File: config.mk
export PLATFORM = sky130hd
export DESIGN_NAME = comparator_serial_acc
export DESIGN_NICKNAME = d
export VERILOG_FILES = /design/src/rtl/comparator_serial_acc.sv
export SDC_FILE = /design/constraint.sdc
export NUM_CORES = 1
export LEC_CHECK = 0
export ABC_AREA = 1
export CAP_MARGIN = 20
export CORE_ASPECT_RATIO = 0.5
export CORE_UTILIZATION = 40
export DETAILED_ROUTE_END_ITERATION = 10
export HOLD_SLACK_MARGIN = 0.08
export SYNTH_ARGS = -nofsm -noshare
export SYNTH_HDL_FRONTEND = slang
export SYNTH_SLANG_ARGS = --single-unit
export TNS_END_PERCENT = 20
File: constraint.sdc
create_clock -name clk -period 3.2 [get_ports clk]
set_input_delay 0.32 -clock clk [delete_from_list [all_inputs] [get_ports clk]]
set_output_delay 0.32 -clock clk [all_outputs]
set_load 0.02 [all_outputs]
File: src/rtl/comparator_serial_acc.sv
// rtl/comparator_serial_acc.sv - serial MSB-first magnitude comparator with per-result word counters
module comparator_serial_acc #(
    parameter int MAX_LEN = 16,
    parameter int LEN_W   = 7,
    parameter int CNT_W   = 8
) (
    input  logic             clk,
    input  logic             rst_n,
    input  logic             bit_valid,
    input  logic             start,
    input  logic             last,
    input  logic             a,
    input  logic             b,
    input  logic             clr_cnt,
    output logic             gt,
    output logic             eq,
    output logic             lt,
    output logic             done,
    output logic             busy,
    output logic             err,
    output logic [LEN_W-1:0] len,
    output logic [CNT_W-1:0] gt_cnt,
    output logic [CNT_W-1:0] eq_cnt,
    output logic [CNT_W-1:0] lt_cnt
);

    localparam logic [1:0] S_IDLE   = 2'd0;
    localparam logic [1:0] S_RUN_EQ = 2'd1;
    localparam logic [1:0] S_RUN_GT = 2'd2;
    localparam logic [1:0] S_RUN_LT = 2'd3;

    localparam logic [LEN_W-1:0] MAX_LEN_C = LEN_W'(MAX_LEN);
    localparam logic [CNT_W-1:0] CNT_MAX   = {CNT_W{1'b1}};

    logic [1:0]       state_q, state_d;
    logic [LEN_W-1:0] bit_cnt_q, bit_cnt_d;
    logic             gt_q, gt_d, eq_q, eq_d, lt_q, lt_d;
    logic             done_q, done_d, err_q, err_d;
    logic [LEN_W-1:0] len_q, len_d;
    logic [CNT_W-1:0] gt_cnt_q, gt_cnt_d, eq_cnt_q, eq_cnt_d, lt_cnt_q, lt_cnt_d;
    logic             finish;

    always_comb begin
        state_d   = state_q;
        bit_cnt_d = bit_cnt_q;
        gt_d      = gt_q;
        eq_d      = eq_q;
        lt_d      = lt_q;
        len_d     = len_q;
        done_d    = 1'b0;
        err_d     = 1'b0;
        finish    = 1'b0;
        gt_cnt_d  = gt_cnt_q;
        eq_cnt_d  = eq_cnt_q;
        lt_cnt_d  = lt_cnt_q;

        if (bit_valid) begin
            if (start) begin
                // A start always wins: any word in progress is silently abandoned.
                bit_cnt_d = LEN_W'(1);
                if (a && !b)      state_d = S_RUN_GT;
                else if (!a && b) state_d = S_RUN_LT;
                else              state_d = S_RUN_EQ;
                finish = last;
            end else if (state_q != S_IDLE) begin
                if (bit_cnt_q >= MAX_LEN_C) begin
                    err_d     = 1'b1;
                    state_d   = S_IDLE;
                    bit_cnt_d = '0;
                end else begin
                    bit_cnt_d = bit_cnt_q + LEN_W'(1);
                    if (state_q == S_RUN_EQ) begin
                        if (a && !b)      state_d = S_RUN_GT;
                        else if (!a && b) state_d = S_RUN_LT;
                    end
                    finish = last;
                end
            end
        end

        if (finish) begin
            gt_d    = (state_d == S_RUN_GT);
            eq_d    = (state_d == S_RUN_EQ);
            lt_d    = (state_d == S_RUN_LT);
            len_d   = bit_cnt_d;
            done_d  = 1'b1;
            state_d = S_IDLE;
        end

        if (clr_cnt) begin
            gt_cnt_d = '0;
            eq_cnt_d = '0;
            lt_cnt_d = '0;
        end else if (finish) begin
            if (gt_d && gt_cnt_q != CNT_MAX) gt_cnt_d = gt_cnt_q + CNT_W'(1);
            if (eq_d && eq_cnt_q != CNT_MAX) eq_cnt_d = eq_cnt_q + CNT_W'(1);
            if (lt_d && lt_cnt_q != CNT_MAX) lt_cnt_d = lt_cnt_q + CNT_W'(1);
        end
    end

    always_ff @(posedge clk or negedge rst_n) begin
        if (!rst_n) begin
            state_q   <= S_IDLE;
            bit_cnt_q <= '0;
            gt_q      <= 1'b0;
            eq_q      <= 1'b0;
            lt_q      <= 1'b0;
            len_q     <= '0;
            done_q    <= 1'b0;
            err_q     <= 1'b0;
            gt_cnt_q  <= '0;
            eq_cnt_q  <= '0;
            lt_cnt_q  <= '0;
        end else begin
            state_q   <= state_d;
            bit_cnt_q <= bit_cnt_d;
            gt_q      <= gt_d;
            eq_q      <= eq_d;
            lt_q      <= lt_d;
            len_q     <= len_d;
            done_q    <= done_d;
            err_q     <= err_d;
            gt_cnt_q  <= gt_cnt_d;
            eq_cnt_q  <= eq_cnt_d;
            lt_cnt_q  <= lt_cnt_d;
        end
    end

    assign gt     = gt_q;
    assign eq     = eq_q;
    assign lt     = lt_q;
    assign len    = len_q;
    assign done   = done_q;
    assign err    = err_q;
    assign busy   = (state_q != S_IDLE);
    assign gt_cnt = gt_cnt_q;
    assign eq_cnt = eq_cnt_q;
    assign lt_cnt = lt_cnt_q;

endmodule

==> impl_metrics.toml <==
[floorplan]
start_util = 0.422
ios = 45
std_cell_rows = 20
core_sq_um = 6180
die_x_um = 116
fp.dieArea_sq_um = 6870
die_h_um = 59.1

[power_and_ir_drop]
power_density_nw_per_um2 = 466
peakVddDrop_uv = 233
power_frac_comb = 0.242
leakagePower_nw = 1.62
power_frac_seq = 0.430
p_int_mw = 1.05
power_frac_clock = 0.329
p_switching_uw = 487
switching_share = 0.317

[layout]
fin_nets = 382
synthToLayoutAreaGrowth_pct = 26.3
final_layout_size_suffix_gt1_frac = 0.101
final_design_area_no_fill_sq_um = 3290
diodes = 0

[setup_path]
cp_max_fo = 25
crit_type = "primary input to flip-flop"
worstSetupStartpointType = "primary input"
cp_data_arrival_time_ns = 2.20
critPathRequiredTime_ns = 3.43
endpoint_kind = "flip-flop"

[sta]
fin_skew_ns = 0.00309
drv_slew = 0
fin_crit_sh = 0.613
fmax_ghz = 0.510
worst_slack_ns = 1.24
finalHoldViolCount = 0
rsz0062_at_grt = "no"
setup_violations = 0
post-route-min-period_ns = 1.96
slew_headroom = 0.619
final.setup.tns_ns = 0
worstMarginPinSlew_ns = 0.569

[routing]
drc = 0
via_per_inst = 4.85
firstDrtPassIters = 4
ant_nets = 0
wl_per_cell_um = 12.2
drt_iter0_drc = 88
vias = 2209
routed_wl_um = 5540

[synthesis]
synth_cells = 319
syn-num-nets = 335
synthFlopType = "dfrtp_1"
syn_area_per_cell_sq_um = 8.17
yosysWarningCount = 0
synth_area_leaders = "dfrtp_1 43%, nand2_1 13%, nand3_1 6.9%"
synthTopCellsByCount = "91 x nand2_1, 45 x dfrtp_1, 36 x nand3_1"
yosysSeqAreaShare = 0.432
synthArstFlopShare = 1.00
ys_types = 30
synth_most_common_cell = "nand2_1"
synth_top_area_cell = "dfrtp_1"
synth_top_area_share = 0.432
synth-edff-count = 0
syn_area_sq_um = 2610
synth-seq-cells = 45

[run_status]
outcome = "finished, final reports clean"

[global_routing]
grt_max_degree = 46
grt_pass1_wl_um = 9470
antenna_found_initial = 0
grt_pass1_vias = 2053
grt_overflow = 0
grt_usage = 0.183

[clocking]
root_buffer = "clkbuf_16"
clk_latency_ns = 0.29
cts_num_sinks = 45
cts_tree = "built"
hold_buffers = 0
cts_buffer_depth = 2
cts_buffers = 5
cts_resized = 0
clk_pin_slew_ns = 0.06
cts_setup_buffers = 0
htreeDepth = 2

[place]
post-place-ws_ns = 0.943
dpl.hpwl_um = 3950
postPlaceCellArea_sq_um = 3130
gp_congestion = 0.844
portBuffers = 44

[job]
max_cap_viol_count = 0

[worst_hold_path]
min_path_type = "primary input to asynchronous set/reset pin"
==> cell type report <==
cell class,count,area (sq um)
fill,596,2890
multi-input combinational,233,1320
sequential,45,1130
timing repair buffer,47,473
clock buffer,6,129
inverter,34,128
tap,88,110
clock inverter,2,10.0
==> worst max-delay path, stage by stage <==
cell	delay, ns
clkdlybuf4s50_1	0.83
clkinv_1	0.43
buf_4	0.34
nand2_4	0.14
nand2_1	0.07
nand2_1	0.05
==> worst paths after layout <==
| check | from | to | slack [ns] | cells past startpoint |
|---|---|---|---|---|
| worst max-delay path | clr_cnt | lt_cnt[3] | 1.24 | 6 |
| worst min-delay path | rst_n | gt_cnt[1] | 0.41 | 2 |
| worst max register to register | eq_cnt[1] | eq_cnt[4] | 1.44 | 7 |
| worst min register to register | len[6] | len[6] | 0.46 | 2 |
| max in group asynchronous | rst_n | bit_cnt_q[6] | 2.34 | 3 |
| min in group clk | len[6] | len[6] | 0.46 | 2 |
==> sequential cells by signal, summed over array words and instances (netlist names) <==
register	count
lt_cnt	8
state_q	2
gt_cnt	8
err	1
eq_cnt	8
lt	1
len	7
gt	1
eq	1
bit_cnt_q	7
done	1
==> layer usage <==
layer | track usage | vias up | share of wire | routed length (um)
li1 | - | 1115 | - | -
met1 | 0.239 | 1044 | 0.49 | 2730
met2 | 0.289 | 40 | 0.45 | 2500
met3 | 0.0634 | 10 | 0.040 | 223
met4 | 0.0586 | 0 | 0.016 | 90
met5 | 0 | - | 0 | 0
==> power by group through the flow <==
stage	logic, mW	clock network [mW]	registers [mW]
after floorplan	0.192	0	0.706
after global placement	0.363	0	0.670
after detailed placement	0.370	0	0.671
after CTS	0.373	0.520	0.660
after global routing	0.409	0.548	0.667
final	0.371	0.505	0.660
==> layout by cell type, fill, tap and decap left out, types with 5 or more instances in the layout <==
master | Yosys | final
clkdlybuf4s50_1 | 0 | 43
nand4_1 | 11 | 11
ha_1 | 8 | 8
dfrtp_1 | 45 | 45
nand3_1 | 36 | 36
xor2_1 | 12 | 12
nand2_4 | 7 | 7
inv_1 | 27 | 27
inv_2 | 6 | 6
o21ai_0 | 5 | 5
nor3_1 | 6 | 6
nor2_1 | 30 | 30
nand2_1 | 91 | 91
clkbuf_16 | 0 | 5
==> through the flow <==
stage / hold slack (ns) / total power, mW / instances / util
after floorplan: 0.0244 / 0.898 / 319 / -
after global placement: 0.450 / 1.03 / 445 / 0.506
after detailed placement: 0.453 / 1.04 / 445 / 0.506
after CTS: 0.235 / 1.55 / 453 / 0.528
after global routing: 0.417 / 1.62 / 455 / 0.533
final: 0.405 / 1.54 / 455 / 0.533
==> kinds of logic (layout without fill, tap and decap cells) <==
logic type	count (synthesis)	in the layout	share of synthesized area
and+or+nand+nor	197	197	0.387
DFF	45	45	0.432
buffers and inverters	41	89	0.0624
xor gates and xnor gates	16	16	0.0537
AOI/OAI and AO/OA	12	12	0.0264
adders and majority gates	8	8	0.0384
Note: power is estimated with default switching activity, not from simulation.
